$ cat src/rtl/breath_ctrl.sv
// Breathing-LED duty controller: manual key stepping or an auto up/hold/down/hold
// ramp, with duty changes applied only on PWM period boundaries.
module breath_ctrl #(
  parameter int CNT_NUM      = 8,
  parameter int STEP_PERIODS = 4,
  parameter int HOLD_STEPS   = 2,
  parameter int CNT_W        = $clog2(CNT_NUM),
  parameter int DUTY_W       = $clog2(CNT_NUM + 1)
) (
  input  logic              clk,
  input  logic              rst,
  input  logic              key_mode,
  input  logic              key_up,
  input  logic              key_down,
  output logic              led,
  output logic [DUTY_W-1:0] duty,
  output logic [2:0]        state,
  output logic              period_end
);

  localparam int STEP_W = (STEP_PERIODS > 1) ? $clog2(STEP_PERIODS) : 1;
  localparam int HOLD_W = (HOLD_STEPS > 1) ? $clog2(HOLD_STEPS) : 1;

  localparam logic [CNT_W-1:0]  CNT_LAST  = CNT_W'(CNT_NUM - 1);
  localparam logic [DUTY_W-1:0] DUTY_MAX  = DUTY_W'(CNT_NUM);
  localparam logic [DUTY_W-1:0] DUTY_RST  = DUTY_W'(CNT_NUM / 2);
  localparam logic [STEP_W-1:0] STEP_LAST = STEP_W'(STEP_PERIODS - 1);
  localparam logic [HOLD_W-1:0] HOLD_LAST = HOLD_W'(HOLD_STEPS - 1);

  typedef enum logic [2:0] {
    MANUAL  = 3'd0,
    UP      = 3'd1,
    HOLD_HI = 3'd2,
    DOWN    = 3'd3,
    HOLD_LO = 3'd4
  } state_t;

  typedef enum logic [1:0] {
    REQ_NONE = 2'd0,
    REQ_INC  = 2'd1,
    REQ_DEC  = 2'd2
  } req_t;

  logic [CNT_W-1:0]  pwm_cnt_q, pwm_cnt_d;
  logic [DUTY_W-1:0] duty_q, duty_d;
  state_t            state_q, state_d;
  req_t              pend_q, pend_d;
  logic [STEP_W-1:0] step_cnt_q, step_cnt_d;
  logic [HOLD_W-1:0] hold_cnt_q, hold_cnt_d;
  logic [2:0]        keys_q, keys_d;

  logic [2:0]        rise;
  logic              mode_rise, up_rise, down_rise;
  logic              step_tick;
  logic [DUTY_W-1:0] duty_inc, duty_dec;

  assign keys_d     = {key_mode, key_up, key_down};
  assign rise       = keys_d & ~keys_q;
  assign mode_rise  = rise[2];
  assign up_rise    = rise[1];
  assign down_rise  = rise[0];

  assign period_end = (pwm_cnt_q == CNT_LAST);
  assign step_tick  = period_end && (step_cnt_q == STEP_LAST);
  assign duty_inc   = (duty_q == DUTY_MAX) ? duty_q : duty_q + 1'b1;
  assign duty_dec   = (duty_q == '0) ? duty_q : duty_q - 1'b1;

  assign led   = ~(DUTY_W'(pwm_cnt_q) < duty_q);
  assign duty  = duty_q;
  assign state = state_q;

  always_comb begin
    pwm_cnt_d  = period_end ? '0 : pwm_cnt_q + 1'b1;
    duty_d     = duty_q;
    state_d    = state_q;
    pend_d     = pend_q;
    step_cnt_d = step_cnt_q;
    hold_cnt_d = hold_cnt_q;

    case (state_q)
      MANUAL: begin
        if (mode_rise) begin
          state_d    = UP;
          pend_d     = REQ_NONE;
          step_cnt_d = '0;
          hold_cnt_d = '0;
        end else begin
          if (period_end) begin
            if (pend_q == REQ_INC) duty_d = duty_inc;
            else if (pend_q == REQ_DEC) duty_d = duty_dec;
            pend_d = REQ_NONE;
          end
          // A rise landing on the boundary edge becomes the next period's request.
          if (up_rise && down_rise) pend_d = REQ_NONE;
          else if (up_rise)         pend_d = REQ_INC;
          else if (down_rise)       pend_d = REQ_DEC;
        end
      end

      UP, HOLD_HI, DOWN, HOLD_LO: begin
        if (mode_rise) begin
          state_d    = MANUAL;
          pend_d     = REQ_NONE;
          step_cnt_d = '0;
          hold_cnt_d = '0;
        end else if (period_end) begin
          step_cnt_d = step_tick ? '0 : step_cnt_q + 1'b1;
          if (step_tick) begin
            case (state_q)
              UP: begin
                duty_d = duty_inc;
                if (duty_inc == DUTY_MAX) state_d = HOLD_HI;
              end
              DOWN: begin
                duty_d = duty_dec;
                if (duty_dec == '0) state_d = HOLD_LO;
              end
              HOLD_HI, HOLD_LO: begin
                if (hold_cnt_q == HOLD_LAST) begin
                  hold_cnt_d = '0;
                  state_d    = (state_q == HOLD_HI) ? DOWN : UP;
                end else begin
                  hold_cnt_d = hold_cnt_q + 1'b1;
                end
              end
              default: ;
            endcase
          end
        end
      end

      default: state_d = MANUAL;
    endcase
  end

  always_ff @(posedge clk or negedge rst) begin
    if (!rst) begin
      pwm_cnt_q  <= '0;
      duty_q     <= DUTY_RST;
      state_q    <= MANUAL;
      pend_q     <= REQ_NONE;
      step_cnt_q <= '0;
      hold_cnt_q <= '0;
      keys_q     <= '0;
    end else begin
      pwm_cnt_q  <= pwm_cnt_d;
      duty_q     <= duty_d;
      state_q    <= state_d;
      pend_q     <= pend_d;
      step_cnt_q <= step_cnt_d;
      hold_cnt_q <= hold_cnt_d;
      keys_q     <= keys_d;
    end
  end

endmodule

$ cat config.mk
export PLATFORM = sky130hd
export DESIGN_NAME = breath_ctrl
export DESIGN_NICKNAME = d
export VERILOG_FILES = /design/src/rtl/breath_ctrl.sv
export SDC_FILE = /design/constraint.sdc
export NUM_CORES = 1
export LEC_CHECK = 0
export CAP_MARGIN = 15
export CORE_MARGIN = 1
export CORE_UTILIZATION = 30
export CTS_CLUSTER_SIZE = 10
export DETAILED_ROUTE_END_ITERATION = 16
export SYNTH_ARGS = -nofsm -noshare
export SYNTH_HDL_FRONTEND = slang
export SYNTH_SLANG_ARGS = --single-unit
export TNS_END_PERCENT = 20
$ cat constraint.sdc
create_clock -name clk -period 2.3 [get_ports clk]
set_input_delay 0.46 -clock clk [delete_from_list [all_inputs] [get_ports clk]]
set_output_delay 0.46 -clock clk [all_outputs]
set_load 0.005 [all_outputs]
== After elaboration in Yosys (flattened, before gate mapping) ==
Cells that the tools add are included.
Storage, ports and cells
  register bits: 18
  bits of input ports: 5
  output and inout port bits: 9
  logic and storage cells: 96
Operators by class
  $add $sub $neg: 5
  order comparisons: 1
  equal/unequal tests: 27
  mux-type cells: 40
  bitwise logic cells: 3
  reductions and logical operators: 13
Operator list (number)
  2-to-1 mux 4 bit: 9
  2-to-1 mux 3 bit: 8
  2-to-1 mux 2 bit: 10
  one-hot mux 4 bit (2 select lines): 2
  inequality test 3 bit (second input constant): 5
  inequality test 2 bit (second input constant): 7
  inequality test 4 bit (second input constant): 3
  one-hot mux 3 bit (3 select lines): 1
  equality test 4 bit (second input constant): 2
  zero test 4 bit: 2
  one-hot mux 2 bit (2 select lines): 2
  AND reduction 8 bit: 1
  AND reduction 7 bit: 1
  equality test 3 x 2 -> 1 bit (second input constant): 2
  equality test 3 bit (second input constant): 2
  2-to-1 mux 1 bit: 6
  inequality test 6 bit (second input constant): 1
  one-hot mux 3 bit (2 select lines): 1
  AND reduction 3 bit: 2
  inequality test 5 bit (second input constant): 1
  AND reduction 5 bit: 1
  adder 4 x 1 -> 4 bit (second input constant): 1
  equality test 2 bit (second input constant): 2
  less-than comparator 3 x 4 -> 1 bit: 1
  other kinds (15): 16

== Longest topological paths before layout ==
Gate-level depths: netlist (run 1).
  depth in word-level cells: 9
  mapped depth: 8
  mapped depth without buffers: 7

== Worst setup path after synthesis (run 1) ==
No wires, ideal clock.
  path type: register to register
  start: reg duty_q[1] (netlist: duty[1])
  end: reg state_q[1] (netlist: state[1])
  library setup time: 0.121 ns
  arrival time: 1.895 ns
  required time: 2.179 ns
  path slack: 0.284 ns
  stages on the path, launching flop included: 9
  buffers on the path: 1
  clock period less this slack: 2.016 ns
  cells stage by stage: dfrtp_1 -> clkbuf_1 -> inv_1 -> ha_1 -> or4b_1 -> a31oi_1 -> a21oi_1 -> o211ai_1 -> nand2_1
On the way
  word-level cells in the longest chain between the ends: 5
  elaborated cells on any way between the ends: 11
  those cells by class: add/sub: 2; eq/ne: 4; mux: 2; reduce/logical: 3
Ends and longest elaborated chain
  start, declared: RTL line 45  | logic [DUTY_W-1:0] duty_q, duty_d;
  start signal, assigned: RTL line 147  | duty_q <= duty_d;
  adder 4 x 1 -> 4 bit (tied with other cells): RTL line 65  | assign duty_inc = (duty_q == DUTY_MAX) ? duty_q : duty_q + 1'b1;
  2-to-1 mux 4 bit, on equally long branches: RTL line 65, 66
  equality test 4 bit / zero test 4 bit (equally long branches): RTL line 112, 116
  inequality test 4 bit (no source line)
  AND reduction 7 bit (no source line) *
  end signal, assigned: RTL line 148  | state_q <= state_d;
  end, declared: RTL line 46  | state_t state_q, state_d;
Every way passes the cells marked *; elsewhere a longest branch is shown, timed or not.
A chain may end at the register's enable or synchronous reset.

== Final worst setup path (run 1) ==
  start: reg pwm_cnt_q[0]
  end: out period_end
On the way
  word-level cells in the longest chain between the ends: 1
Ends and longest elaborated chain
  start, declared: RTL line 44  | logic [CNT_W-1:0] pwm_cnt_q, pwm_cnt_d;
  start signal, assigned: RTL line 146  | pwm_cnt_q <= pwm_cnt_d;
  equality test 3 bit: RTL line 63  | assign period_end = (pwm_cnt_q == CNT_LAST);
  end, declared: RTL line 18  | output logic period_end
No other way between the ends.

==> results of run 1 <==
per-stage QoR:
stage	total power, mW	area (um2)	std cells	hold WS, ps	util, %
2_1_floorplan	1.09	1340	160	164	-
3_3_place_gp	1.33	1550	221	436	37.4
3_5_place_dp	1.36	1550	221	447	37.4
4_1_cts	1.65	1610	226	459	38.9
5_1_grt	1.78	1620	226	504	39.0
6_report	1.64	1620	226	453	39.0
area by class of cell:
class / instances / area, um2 / share of cell area (%)
multi-input combinational: 125 / 818 / 50.7
inverter: 7 / 26.3 / 1.63
clock buffer: 4 / 55.1 / 3.41
sequential: 18 / 453 / 28.0
tap: 50 / 62.6 / 3.87
timing repair buffer: 22 / 200 / 12.4
power groups by stage:
stage	clock network [mW]	logic, mW	registers [mW]
after floorplan	0	0.629	0.464
after global placement	0	0.831	0.498
after detailed placement	0	0.857	0.507
after CTS	0.283	0.868	0.498
after global routing	0.293	0.965	0.518
final	0.270	0.867	0.501
how the worst min path moves through the flow:
stage / startpoint / endpoint / slack [ps] / cells past startpoint
floorplan: rst / duty[0] / 160 / 0
global placement: pwm_cnt_q[0] / pwm_cnt_q[0] / 440 / 1
detailed placement: pwm_cnt_q[0] / pwm_cnt_q[0] / 450 / 1
CTS: pwm_cnt_q[0] / pwm_cnt_q[0] / 460 / 1
global route: pwm_cnt_q[0] / pwm_cnt_q[0] / 500 / 1
finish: pwm_cnt_q[0] / pwm_cnt_q[0] / 450 / 1
registers in the layout (all words and copies together), names as in the netlist:
name	flops
step_cnt_q	2
state	3
pend_q	2
duty	4
pwm_cnt_q	3
hold_cnt_q	1
keys_q	3
what timing repair did:
action	in CTS	in global routing
resized for setup	1	2
buffers inserted	1	0
cloned	0	0
hold buffers	0	0
endpoints found under the setup margin	1	1
pin swaps	0	0
Yosys cell counts (5+ instances only):
cell       n  share of area [%]
nand2_1   12                3.4
nand3_1    5                1.9
clkbuf_1   7                2.0
nor3_1     7                2.6
o21ai_0    7                2.6
o21ai_1    5                1.9
a21oi_1    9                3.4
dfrtp_1   17                 32
ha_1       8                7.5
nor2_1    13                3.6
inv_1      7                2.0
nor2b_1    8                3.7
metal layers:
metal  vias up  part of all wire (%)  wire length, um  GRT usage (%)
li1        621                     -                -              -
met1       630                    44             1440           19.6
met2        22                    51             1660           26.1
met3         5                   3.4              112           2.80
met4         0                   1.3               42           9.95
met5         -                     0                0              0
logic make-up after synthesis:
kind of cell	Yosys count	synth area share, %
adders and majority gates	9	8.20
xor gates and xnor gates	4	2.61
AOI/OAI and AO/OA	46	23.1
and+or+nand+nor	65	26.3
muxes	1	0.746
DFF	18	33.6
buffers and inverters	17	5.41
==> results, run 1 <==
- The run finished with clean final reports.
- The highest clock rate is 0.477 GHz.
- The portion of total power attributed to combinational logic is 52.9%.
- The overall die height is 68.9 um.
- The net switching power is 0.703 mW.
- The critical path depth is 3.
- The library cells used most frequently in the layout, excluding fill and tap cells, are dfrtp_1 (16), nor2_1 (13), nand2_1 (12), clkdlybuf4s50_1 (12).
- The kind of cell with the highest combined delay along the critical path is buffers and inverters.
- The predominant post-synthesis flop cell is dfrtp_1.
- The worst setup path is of the reg -> out kind.
- The total number of vias is 1278.
- Entering global routing, the biggest net connects 19 pins.
- The post-synthesis sequential area ratio is 33.6%.
- The mean instance size in the synthesized netlist is 8.39 um2.
- In this run the worst setup path terminates at period_end.
- Before CTS, the worst setup slack after placement is 170 ps.
- Cell internal power was estimated by the tool at 0.935 mW.
- The start of the worst register-to-register path is pend_q[0].
- The kind of end point of the critical path is an output port.
- After detailed routing, the number of vias per cell comes to 5.65.
- The total number of placement rows is 23.
- Input and output buffers added on the ports amount to 13.
- Setup slack on the worst reg-to-reg path comes out at 250 ps.
- In this run the count of I/O pins placed on the die edge is 14.
- The proportion of total power due to net switching is 42.9%.
- The leakage power is 0.660 nW.
- After clock tree synthesis, the clock-pin slew on the worst setup and hold paths is 70 ps.
- For the pin with the worst max-slew slack, the measured transition is 509 ps.
- In this design, the critical path's most frequently occurring cell is ha_1.
- The via count of the first global-routing pass is 1247.
- The proportion of layout cells with a drive suffix above 1 is 9.66%.
- The repair_antennas step left the layout with diodes totalling 0.
- Together, buffers and inverters on the worst path number 1.
- The fraction of synthesis flops using an asynchronous set or reset pin is 100%.
- The critical path data arrival time is 1640 ps.
- Clock tree synthesis inserted a total of 3 buffers.
- The effective utilization at floorplan is 32.4%.
- Of all nets on the critical path, the largest fanout is 6.
- In the global route stage, overall resource usage came out at 16.1%.
- In this run the remaining antenna-violating nets after routing total 0.
- The worst min-delay path category is reg -> reg.
- The final-report hold violation count is 0.
- For this run, the detailed router's first-pass iteration total came to 4.
- Setup repair after global routing left no endpoint under its margin.
- The initial antenna violation count was 0.
- The worst reg2reg path depth is 5.
- For the worst-skew pair, the clock arrives at the later sink with an insertion delay of 260 ps.
- In this run the critical register-to-register path is captured at state[1].
- The number of nets at the end of the flow is 190.
- The total detailed-routing wirelength is 3250 um.
- The reported max-cap violation count is 0.
- Setup violations remaining at the end of the flow were counted as 0.
- The final weighted congestion of routability-driven global placement is 0.895.
- Relative to the synthesized area, the layout overhead comes to 20.3%.
- The tree is rooted in a clkbuf_8.
- The most frequent standard cell in the layout excluding fill and tap cells is dfrtp_1.
- Synthesis produced a netlist whose cell count is 160.
- In this run, flip-flops and latches consume 30.6% of the power.
- The H-tree level count is 1.
- The fraction of power consumed by the clock network is 16.5%.
- The maximum vdd drop is 0.000302 V.
- The ratio of final minimum period to clock period is 91.1%.
- The number of slew-limit violations in the final report was 0.
- The least setup slack across all paths after layout is 204 ps.
- The total power density per cell area is 1010 mW/mm2.
- The critical-path cell with the highest stage delay is clkdlybuf4s50_1.
- STA classifies the critical path startpoint as a flop.
- The number of enable-type register cells in the synthesized netlist is 0.
- After synthesis the cells add up to 0.00134 mm2.
- The die is 68.9 um wide.
- The clock period minus final worst setup slack is 2100 ps.
- At the worst endpoint, the required time is 1840 ps.
- The number of synthesized register bits is 18.
- The DRC violation count after routing is 0.
- The floorplan step defined a die boundary enclosing 0.00475 mm2.
- The clock tree from TritonCTS is yes.
- After global routing the overflow that remains totals 0.
- In this run the worst setup path begins at pwm_cnt_q[0].
- The number of inserted filler cells in the final layout is 446.
- The clock sink total is 18.
- The remaining max-slew budget at the tightest pin is 66.0%.
- The core region is 0.00414 mm2.
- The half-perimeter wire length after detailed placement is 2460 um.
- The wire length of the first global-routing pass is 5640 um.
- Between clock sinks in the finished design, the worst skew comes to 1.51 ps.
- The maximum clock insertion buffer count is 2.
- After the first detailed-routing iteration, the DRC count stood at 113.
- The per-cell routed wire length is 14.4 um.
- The number of distinct library cells after synthesis is 47.
- The longest individual stage delay on the worst path is 550 ps.
- The signal on the critical path passes through ha_1 -> ha_1 -> clkdlybuf4s50_1.
- The net count after synthesis is 173.
- After routing, the total negative slack on setup checks comes to 0 ps.
- Yosys printed 0 warnings.
No activity file was read; power rests on OpenSTA's default activity.
==> inputs of run 2 (changes only) <==
--- a/config.mk
+++ b/config.mk
@@ -5,11 +5,13 @@
 export SDC_FILE = /design/constraint.sdc
 export NUM_CORES = 1
 export LEC_CHECK = 0
-export CAP_MARGIN = 15
+export CAP_MARGIN = 20
 export CORE_MARGIN = 1
-export CORE_UTILIZATION = 30
+export CORE_UTILIZATION = 56
 export CTS_CLUSTER_SIZE = 10
 export DETAILED_ROUTE_END_ITERATION = 16
+export PLACE_DENSITY = 0.79
+export SLEW_MARGIN = 20
 export SYNTH_ARGS = -nofsm -noshare
 export SYNTH_HDL_FRONTEND = slang
 export SYNTH_SLANG_ARGS = --single-unit
==> run 2 against run 1 <==
Compared with the run above: via count about the same; maximum frequency down 3.1%; clock-buffer cell count unchanged; register-to-register slack about the same; highest routed layer unchanged.
==> results, run 2 (synthesized netlist as in run 1, its figures left out) <==
- The proportion of layout cells with a drive suffix above 1 is 8.52%.
- The number of slew-limit violations in the final report was 0.
- Clock latency on the worst-skew pair, taken at its later pin, is 310 ps.
- The cts-stage hold buffer count is 0.
- The launching element type of the critical path is a flop.
- The floorplan has 17 rows.
- The final-report hold violation count is 0.
- The leakage power is 0.640 nW.
- The library cell used most frequently in the layout, excluding fill and tap cells, is dfrtp_1.
- The half-perimeter wire length after detailed placement is 2320 um.
- The area of the die is 0.00260 mm2.
- Measured against its own limit, the worst slew margin works out to 67.8%.
- Timing would allow up to 0.462 GHz.
- The DRC violation total after the first TritonRoute iteration is 51.
- The core footprint is 0.00223 mm2.
- The clock-pin slew reported for the worst setup and hold paths after clock tree synthesis is 110 ps.
- IR analysis of the VDD net gives a maximum drop of 0.000768 V.
- The total number of vias is 1279.
- 0 antenna diodes ended up in the layout.
- The ratio of routed vias to standard cells is 6.27.
- The maximum fanout along the worst path is 3.
- The number of flip-flops in the largest register is 4.
- With fillers left out, the area of the finished cells amounts to 0.00156 mm2.
- The worst min-delay path category is in -> async.
- In the global route stage, met3 resource usage came out at 5.06%.
- The initial antenna violation count is 0.
- The start of the worst register-to-register path is pend_q[0].
- The total detailed-routing wirelength is 3160 um.
- The busiest layer in global routing is met2.
- The clock tree from TritonCTS is yes.
- The via count of the first global-routing pass is 1137.
- For this design the top-level I/O count stands at 14.
- Across the run, the number of max-cap violations was 0.
- Excluding fillers, the count of instances in the completed layout stands at 204.
- Setup repair after global routing left no endpoint under its margin.
- The per-cell routed wire length is 15.5 um.
- Counting tap cells, the placed design contains a total of 199 instances.
- After layout, the worst path uses 94.0% of the clock period.
- For this run, design rule violations remaining after detail routing come to 0.
- The maximum clock insertion buffer count is 2.
- Final hold analysis gives a worst-case slack of 455 ps.
- The overall die height is 51.0 um.
- The capturing point of the worst reg2reg path is state[1].
- The worst register-to-register path has a depth of 5.
- The critical path starts at duty[2].
- The final setup skew is 4.77 ps.
- Input and output buffers added on the ports amount to 13.
- The total power after layout is 1.56 mW.
- For this run, the post-layout net count is 190.
- Once detail routing completed, the nets flagged for antenna violations numbered 0.
- The critical path class is reg -> out.
- For this run, global-route usage on met1 was measured as 37.2%.
- The kind of end point of the critical path is an output port.
- The slew at the pin with the worst max-slew slack is 478 ps.
- The detailed-router iteration count before antenna repair is 4.
- The clock period could shrink to 2160 ps.
- In this run the horizontal extent of the chip is 51.0 um.
- At the worst endpoint, the required time is 1840 ps.
- The final weighted congestion of routability-driven global placement is 0.913.
- The library cells used most frequently in the layout, excluding fill and tap cells, are dfrtp_1 (17), nor2_1 (13), nand2_1 (12), clkdlybuf4s50_1 (12).
- The wire length of the first global-routing pass is 5220 um.
- The total power density per cell area is 1000 mW/mm2.
- Global routing finished with a remaining overflow of 0.
- The number of buffers added by the clock tree synthesis step is 3.
- Summed over all failing endpoints, the final setup total negative slack is 0 ps.
- From synthesis to final layout, the design area changed by 16.5%.
- The maximum number of pins on one net before global-route repair is 19.
- The clock sink total is 18.
- In this run the register-to-register setup slack is 240 ps.
- The global routing usage on met2 is 42.1%.
- For this configuration, the core starts out at a cell density of 60.1%.
- In this run the number of H-tree levels came out at 1.
- The placed instance area is 0.00152 mm2.
- In this run the clock root is driven by a clkbuf_4.
- The number of setup violations in the final report is 0.
- The run finished with clean final reports.
- The critical path data arrival time is 1700 ps.
- The combined global-route utilization of all metal layers is 27.6%.
run 2: changes by cell type in the layout (fill, tap and decap cells not counted), sizes merged:
cell / before / now
dlymetal6s2s: 1 / 0
dlygate4sd2: 0 / 1
run 2: worst max-delay path by stage:
stage / endpoint / slack, ps
after floorplan: state[1] / 280
after global placement: led / 230
after detailed placement: led / 130
after CTS: period_end / 120
after global routing: period_end / 20
final: led / 140
run 2: per-stage QoR:
step                      utilization [%]  setup WS (ps)
after floorplan                         -            284
after global placement               68.1            233
after detailed placement             68.1            130
after CTS                            70.0            119
after global routing                 70.0           24.5
final                                70.0            137
run 2: what timing repair did:
action | in CTS | in global routing
setup endpoints to repair | 1 | 0
resized for setup | 1 | 0
setup buffers | 1 | 0
run 2: cell type report:
| cell class | instances | area, um2 |
|---|---|---|
| clock buffers | 4 | 36.3 |
| repair buffers | 22 | 196 |
| multi-input cells | 125 | 818 |
| flip-flops and latches | 18 | 452 |
| well taps | 28 | 35.0 |
| fillers | 172 | 669 |
| inverters | 7 | 26.3 |
run 2: worst max-delay path: stages (launching register included):
cell and delay (ps):
dfstp_2 560, inv_1 70, ha_1 290, a21oi_1 120, nor2_1 60, dlygate4sd2_1 290
run 2: layer usage:
metal  share of wire [%]  wire length, um
met5                   0                0
met4                 2.5               80
met3                 6.1              193
met2                  45             1430
met1                  46             1460
run 2: report_power, final:
part / switching, mW / internal (mW) / total [mW]
Sequential: 0.100 / 0.390 / 0.490
Combinational: 0.485 / 0.388 / 0.873
Clock: 0.104 / 0.0968 / 0.201
==> inputs of run 3 (changes only) <==
--- a/config.mk
+++ b/config.mk
@@ -11,6 +11,7 @@
 export CTS_CLUSTER_SIZE = 10
 export DETAILED_ROUTE_END_ITERATION = 16
 export PLACE_DENSITY = 0.79
+export RECOVER_POWER = 100
 export SLEW_MARGIN = 20
 export SYNTH_ARGS = -nofsm -noshare
 export SYNTH_HDL_FRONTEND = slang
==> run 3 against run 2 <==
Compared with the run above: power fell by 3.4%; highest routed layer unchanged; cell count is the same; register-to-register slack got worse by 30 ps; final area fell by 1.7%; clock skew fell by 2.8 ps; core utilization down 1.2 points; maximum frequency up 0.63%; clock-buffer cell count stayed put; sequential power is essentially flat; via count increased by 1.1%; sequential cell count stayed put.
==> results, run 3 (synthesized netlist as in run 1, its figures left out) <==
- Setup repair after global routing left no endpoint under its margin.
- The worst slack at placement is 130 ps.
- The detailed router finished its first iteration with 43 violations.
- CTS saw 18 sinks.
- Traced cell by cell, the critical path runs through inv_1 -> ha_1 -> a21oi_1 -> nor2_1 -> dlygate4sd2_1.
- The required time of the worst setup path is 1840 ps.
- The per-cell routed wire length is 15.6 um.
- The top cell types in the final layout, fill and taps aside, are dfrtp_1 (17), nor2_1 (13), nand2_1 (12), o21ai_0 (9), a21oi_1 (9).
- The overall die height is 51.0 um.
- The clock tree from TritonCTS is yes.
- The ratio of final minimum period to clock period is 93.5%.
- In this run the register-to-register setup slack is 210 ps.
- For the pin with the worst max-slew slack, the measured transition is 621 ps.
- The run finished with clean final reports.
- The least setup slack across all paths after layout is 150 ps.
- The final weighted congestion of routability-driven global placement is 0.913.
- The layout has 182 filler cells.
- The number of nets at the end of the flow is 190.
- The clock-pin slew reported for the worst setup and hold paths after clock tree synthesis is 100 ps.
- The count of pins on the block boundary is 14.
- Counting instances, the worst hold path has a depth of 1.
- The H-tree level count is 1.
- Entering global routing, the biggest net connects 19 pins.
- Leaving out fill and tap cells, the most frequent cell in the layout is dfrtp_1.
- The clock network latency to the later pin of the worst-skew pair is 300 ps.
- The total number of vias is 1293.
- The critical path class is reg -> out.
- The total number of placement rows is 17.
- The reported max-cap violation count is 0.
- The maximum clock insertion buffer count is 2.
- The register with the most flip-flops in the layout has 4 of them.
- The post-layout instance area is 0.00154 mm2.
- The final-report hold violation count is 0.
- The detailed-router iteration count before antenna repair is 4.
- For this design, the slowest cell found on the critical path is dfstp_2.
- The start of the worst register-to-register path is duty[0].
- The highest clock rate is 0.465 GHz.
- The wire length of the first global-routing pass is 5220 um.
- The clock period could shrink to 2150 ps.
- The maximum fanout along the worst path is 3.
- The utilization after layout is 68.9%.
- The via count of the first global-routing pass was 1137.
- The combined global-route utilization of all metal layers is 27.6%.
- Clock tree synthesis inserted a total of 3 buffers.
- The endpoint with the worst hold slack is pwm_cnt_q[0].
- STA classifies the critical path startpoint as a flop.
- The capturing point of the worst reg2reg path is state[1].
- VDD sags by at most 0.000732 V.
- In the final layout, the multi-input gates occupy 811 um2.
- Summing all flip-flop and latch instances after layout gives 452 um2.
- The leakage power is 0.634 nW.
- The start point of the worst hold path is pwm_cnt_q[0].
- The die covers 0.00260 mm2.
- The worst min-delay path category is reg -> reg.
- The number of slew-limit violations in the final report came to 0.
- Power spread over the standard cell area amounts to 983 mW/mm2.
- The number of buffers added on ports is 13.
- The worst hold slack is 456 ps.
- The placed instance area is 0.00152 mm2.
- The remaining max-slew budget at the tightest pin is 58.5%.
- The worst setup path is captured at an output port.
- The initial utilization of the core area, before any placement, comes to 60.1%.
- The core footprint is 0.00223 mm2.
- For this run, design rule violations remaining after detail routing come to 0.
- The longest individual stage delay on the worst path is 560 ps.
- Using the TritonRoute via totals, the vias-per-cell ratio works out to 6.34.
- The overall overflow remaining after global route is 0.
- The worst register-to-register path has a depth of 8.
- The total detailed-routing wirelength is 3190 um.
- The residual antenna-violating net count after detailed routing is 0.
- The initial antenna violation count is 0.
- Across the routed clock network, the largest skew measured is 1.98 ps.
- The area growth from synthesis to final layout is 14.5%.
- The number of antenna cells inserted is 0.
- The half-perimeter wire length after detailed placement is 2320 um.
- In this run the clock root is driven by a clkbuf_4.
- The total power after layout is 1.51 mW.
- Summed over all failing endpoints, the final setup total negative slack is 0 ps.
- The proportion of layout cells with a drive suffix above 1 is 6.82%.
- The number of setup violations in the final report is 0.
- The critical path data arrival time is 1690 ps.
- The number of placed instances, taps included is 199.
- The die is 51.0 um wide.
- The count of placed standard cells in the final layout, fillers left out is 204.
run 3: cell count changes in the layout (fill, tap and decap cells not counted), sizes merged:
| cell | previous run | this run |
|---|---|---|
| clkdlybuf4s50 | 12 | 4 |
| dlygate4sd3 | 0 | 8 |
| clkbuf | 4 | 10 |
| buf | 9 | 3 |
run 3: worst max-delay path by stage:
stage / startpoint / end / slack [ps] / cells after the start
6_report: duty[2] / led / 150 / 5
2_1_floorplan: duty[1] / state[1] / 280 / 8
3_5_place_dp: duty[2] / led / 130 / 5
4_1_cts: pwm_cnt_q[0] / period_end / 120 / 3
5_1_grt: pwm_cnt_q[0] / period_end / 30 / 3
3_3_place_gp: duty[2] / led / 230 / 5
run 3: report_power, final:
part,switching [mW],total (mW),internal (mW)
clock network,0.101,0.198,0.0968
logic,0.476,0.823,0.347
registers,0.100,0.490,0.390
total,0.677,1.51,0.834
run 3: layout make-up:
class	count	share of cell area, %
Clock buffer	4	2.36
Inverter	7	1.71
Multi-Input combinational cell	125	52.7
Sequential cell	18	29.4
Tap cell	28	2.28
Timing Repair Buffer	22	11.6
run 3: critical path, delay by kind of cell, from the launching register on:
family | cells | cell delay [ps]
simple gates | 1 | 60
compound gates | 1 | 120
fa+ha+maj | 1 | 290
buf+inv | 2 | 360
flops | 1 | 560
run 3: routing by layer:
metal	track usage, %	wire length [um]	vias to the layer above
met4	14.4	116	0
met2	42.1	1400	47
met5	0	0	-
met1	37.2	1510	607
met3	5.06	160	15
li1	-	-	624
run 3: what timing repair did:
item / 4_1_cts / 5_1_grt
buffers inserted: 1 / 0
hold buffers: 0 / 0
setup endpoints to repair: 1 / 0
gates resized for setup: 1 / 0
